===== src/rtl/thread_scheduler.sv =====
// Two-thread switch-on-event / quantum-timeout scheduler for the multithreaded MIPS core.
// Owns the register-file thread ID and holds it through a drain window after each switch.
module thread_scheduler #(
  parameter int QUANTUM       = 64,
  parameter int SWITCH_CYCLES = 3,
  parameter int QW            = $clog2(QUANTUM),
  parameter int SW            = $clog2(SWITCH_CYCLES + 1)
) (
  input  logic       clk,
  input  logic       rst,
  input  logic [1:0] i_thread_en,
  input  logic       i_block,
  input  logic [1:0] i_wake,
  input  logic       i_hold,
  output logic       o_thread_id,
  output logic       o_thread_valid,
  output logic       o_switch,
  output logic       o_next_thread,
  output logic [1:0] o_blocked
);

  typedef enum logic [1:0] {ST_IDLE, ST_RUN, ST_SWITCH} state_t;

  state_t        r_state;
  logic [QW-1:0] r_qcnt;
  logic [SW-1:0] r_dcnt;

  logic       w_cur;
  logic       w_oth;
  logic [1:0] w_runnable;
  logic [1:0] w_set;
  logic [1:0] w_blocked_next;
  logic       w_qexp;

  assign w_cur  = o_thread_id;
  assign w_oth  = ~o_thread_id;
  assign w_qexp = (r_qcnt == QW'(QUANTUM - 1));

  // Set beats wake; a disabled thread is never left marked blocked.
  genvar gi;
  generate
    for (gi = 0; gi < 2; gi++) begin : g_thread
      assign w_runnable[gi]     = i_thread_en[gi] & ~o_blocked[gi];
      assign w_set[gi]          = (r_state == ST_RUN) && i_block && (o_thread_id == 1'(gi));
      assign w_blocked_next[gi] = ~i_thread_en[gi] ? 1'b0 :
                                  w_set[gi]        ? 1'b1 :
                                  i_wake[gi]       ? 1'b0 : o_blocked[gi];
    end
  endgenerate

  always_ff @(posedge clk) begin
    if (rst) begin
      r_state        <= ST_IDLE;
      r_qcnt         <= '0;
      r_dcnt         <= '0;
      o_thread_id    <= 1'b0;
      o_thread_valid <= 1'b0;
      o_switch       <= 1'b0;
      o_next_thread  <= 1'b0;
      o_blocked      <= 2'b00;
    end else begin
      o_blocked <= w_blocked_next;
      o_switch  <= 1'b0;
      case (r_state)
        ST_IDLE: begin
          if (w_runnable[w_cur]) begin
            r_state        <= ST_RUN;
            r_qcnt         <= '0;
            o_thread_valid <= 1'b1;
            o_next_thread  <= w_cur;
          end else if (w_runnable[w_oth]) begin
            r_state        <= ST_SWITCH;
            r_dcnt         <= SW'(SWITCH_CYCLES);
            o_switch       <= 1'b1;
            o_thread_valid <= 1'b0;
            o_next_thread  <= w_oth;
          end
        end
        ST_RUN: begin
          if (i_block || !i_thread_en[w_cur]) begin
            o_thread_valid <= 1'b0;
            if (w_runnable[w_oth]) begin
              r_state       <= ST_SWITCH;
              r_dcnt        <= SW'(SWITCH_CYCLES);
              o_switch      <= 1'b1;
              o_next_thread <= w_oth;
            end else begin
              r_state       <= ST_IDLE;
              o_next_thread <= w_cur;
            end
          end else if (w_qexp && !i_hold && w_runnable[w_oth]) begin
            r_state        <= ST_SWITCH;
            r_dcnt         <= SW'(SWITCH_CYCLES);
            o_switch       <= 1'b1;
            o_thread_valid <= 1'b0;
            o_next_thread  <= w_oth;
          end else if (!i_hold && !w_qexp) begin
            r_qcnt <= r_qcnt + QW'(1);
          end
        end
        ST_SWITCH: begin
          // Old ID stays on o_thread_id until the drain finishes so late writebacks land correctly.
          if (r_dcnt == SW'(1)) begin
            o_thread_id <= o_next_thread;
            r_dcnt      <= '0;
            if (w_runnable[o_next_thread]) begin
              r_state        <= ST_RUN;
              r_qcnt         <= '0;
              o_thread_valid <= 1'b1;
            end else begin
              r_state        <= ST_IDLE;
              o_thread_valid <= 1'b0;
            end
          end else begin
            r_dcnt <= r_dcnt - SW'(1);
          end
        end
        default: begin
          r_state        <= ST_IDLE;
          o_thread_valid <= 1'b0;
        end
      endcase
    end
  end

endmodule

===== config.mk =====
export PLATFORM = sky130hd
export DESIGN_NAME = thread_scheduler
export DESIGN_NICKNAME = d
export VERILOG_FILES = /design/src/rtl/thread_scheduler.sv
export SDC_FILE = /design/constraint.sdc
export NUM_CORES = 1
export LEC_CHECK = 0
export ABC_AREA = 1
export BUFFER_PORTS_ARGS = -buffer_cell sky130_fd_sc_hd__buf_4
export CORE_MARGIN = 10
export CORE_UTILIZATION = 56
export DETAILED_ROUTE_END_ITERATION = 6
export GPL_ROUTABILITY_DRIVEN = 1
export PLACE_DENSITY_LB_ADDON = 0.2
export REMOVE_ABC_BUFFERS = 1
export SLEW_MARGIN = 20
export SYNTH_ARGS = -nofsm -noshare
export SYNTH_HDL_FRONTEND = slang
export SYNTH_SLANG_ARGS = --single-unit

===== constraint.sdc =====
create_clock -name clk -period 2 [get_ports clk]
set_input_delay 0.4 -clock clk [delete_from_list [all_inputs] [get_ports clk]]
set_output_delay 0.4 -clock clk [all_outputs]
set_load 0.02 [all_outputs]

==> out/qor.yml <==
dp_slack_ps: 353
cts_num_sinks: 16
worstMarginPinSlew_ps: 283
r2r-start: "r_state[0]$_SDFFE_PP0P_"
track_usage: 0.134
cts_buffers: 3
cts_setup_buffers: 0
die_w_um: 64.7
drc: 0
timing_worst_setup_path_type: "flop to flop"
drtAntennaViolNets: 0
cts_hold_buf: 0
dp_hpwl_mm: 2.07
synthFlopType: "dfxtp_1"
status: "finished clean"
synth_edf_count: 0
fmax_mhz: 593
powerDensity_nw_per_um2: 1300
ys_types: 24
wl_per_cell_um: 12.1
via_per_inst: 5.22
fin_ws_ps: 313
period_share: 0.844
netlist_top_cells_count: "nand2_1, nor2_1, inv_1"
post_cts_resized: 0
ioPinCount: 14
clockRootBuffer: "clkbuf_4"
clock_path_buffers: 2
io_buffers: 13
synth_area_leaders: "dfxtp_1, nand2_1, nand3_1, nor2_1, inv_1"
grt_overflow: 0
place.gp.congestion: 0.919
slew_violations: 0
clk_pin_slew_worst_paths_ps: 100
syn-cell-area_um2: 1120
syn_inst: 175
antenna_found_initial: 0
synth_top_area_cell: "dfxtp_1"
first_pass_iters: 4
yosysMostFrequentCell: "nand2_1"
ys_warn_count: 0
r2r_cells: 9
crit_end: "r_qcnt[4]$_SDFFE_PP0P_"
drive_gt1_frac: 0.182
r2r_slack_ps: 310
vias: 1143
setup_violations: 0
cts_tree: "built"
finalHoldViolCount: 0
post-route-min-period_ps: 1690
grt_first_pass_wirelength_mm: 4.66
syn2layout_area_growth_pct: 15.3
cp.arrival_ps: 1920
rsz0062_at_grt: "false"
synth.avg_cell_area_um2: 6.40
ctsHtreeMaxLevel: 1
worstReg2RegEnd: "r_qcnt[4]$_SDFFE_PP0P_"
endpoint_kind: "flop"
synth-seq-cells: 16
vdd_drop_max_uv: 887
ys_seq_area_frac: 0.286
cap_viol_max_count: 0
crit_path_max_fanout: 7
diodes: 0
ys_async_sr_fraction: 0
insertion_delay_ps: 300
slew_headroom: 0.811
hold_path_class: "input pin to flop"
grt_pass1_vias: 1088
crit_start: "r_state[0]$_SDFFE_PP0P_"
critical_path_required_ps: 2230
finalWirelength_mm: 2.64
setup_tns_ps: 0
grt_max_degree: 11
fin_nets: 207
die_h_um: 64.7
start_kind: "flop"
finClkSkew_ps: 2.02
drtIter0Drc: 44
die-area_um2: 4190
core-area_um2: 1920
initial_core_util: 0.583
power.leakage_nw: 0.607
synth_top_area_frac: 0.286
fp-row-count: 16
## worst max-delay path: stages (launching register included)
cell and delay, ps:
dfxtp_1 390, inv_1 80, ha_1 240, inv_1 90, nor2_1 60, nor2_1 180
nand2_2 100, nor2_4 210, nand3_1 110, a21oi_1 160
## logic make-up (layout without fill, tap and decap cells)
logic type	count (synthesis)	count (layout)	share of synthesized area
DFF	16	16	0.286
adders and majority gates	6	6	0.0670
buffers and inverters	25	42	0.0838
and+or+nand+nor	101	101	0.426
AOI/OAI and AO/OA	24	24	0.114
xor gates and xnor gates	3	3	0.0235
## placed cells by master (no fill, tap or decap), types with 2 or more instances in the layout
cell type | netlist | layout
a21oi_1 | 14 | 14
buf_4 | 0 | 14
clkbuf_4 | 0 | 3
dfxtp_1 | 16 | 16
ha_1 | 6 | 6
inv_1 | 22 | 22
inv_2 | 2 | 2
nand2_1 | 41 | 41
nand2_2 | 3 | 3
nand2_4 | 2 | 2
nand3_1 | 18 | 18
nand3_2 | 3 | 3
nand4_1 | 2 | 2
nor2_1 | 24 | 24
nor2_2 | 4 | 4
o21ai_0 | 7 | 7
xnor2_1 | 2 | 2
## worst min path at each step
stage,from,endpoint,slack (ps),cells past startpoint
6_report,rst,r_state[0]$_SDFFE_PP0P_,340,2
5_1_grt,rst,r_qcnt[5]$_SDFFE_PP0P_,350,2
4_1_cts,rst,o_blocked[1]$_SDFFE_PP0P_,350,2
3_5_place_dp,r_dcnt[0]$_SDFFE_PP0P_,r_dcnt[0]$_SDFFE_PP0P_,480,2
3_3_place_gp,r_dcnt[0]$_SDFFE_PP0P_,r_dcnt[0]$_SDFFE_PP0P_,450,2
2_1_floorplan,r_dcnt[0]$_SDFFE_PP0P_,r_dcnt[0]$_SDFFE_PP0P_,440,2
## area by class of cell
class                      instances  area, um2
multi-input combinational        134        706
inverter                          24       90.1
timing repair buffer              14        105
sequential                        16        320
tap                               27       33.8
fill                             182        631
clock buffer                       4       36.3
## per-stage QoR
step | total power (W) | hold WS, ps | std cells | instance area [um2] | utilization
after detailed placement | 0.00145 | 480 | 215 | 1250 | 0.653
final | 0.00168 | 338 | 219 | 1290 | 0.672
after floorplan | 0.00122 | 440 | 174 | 1120 | -
after CTS | 0.00167 | 351 | 219 | 1290 | 0.672
after global placement | 0.00143 | 450 | 215 | 1250 | 0.653
after global routing | 0.00185 | 345 | 219 | 1290 | 0.672
## sequential cells by signal, indices dropped and copies added (netlist names)
register / count
r_qcnt: 6
o_thread_valid: 1
o_next_thread: 1
r_state: 2
o_switch: 1
r_dcnt: 2
o_thread_id: 1
o_blocked: 2
## routing by layer
metal | track usage | vias to the layer above | wire [um]
met5 | 0 | - | 0
met3 | 0.0412 | 9 | 179
met2 | 0.216 | 35 | 1210
li1 | - | 592 | -
met1 | 0.154 | 507 | 1190
met4 | 0.0775 | 0 | 57
## power breakdown
| part | switching, W | total, W | internal, W |
|---|---|---|---|
| clock network | 0.000113 | 0.000224 | 0.000111 |
| registers | 0.0000613 | 0.000455 | 0.000394 |
| logic | 0.000628 | 0.000999 | 0.000371 |
Power figures use the tool's default switching activity.
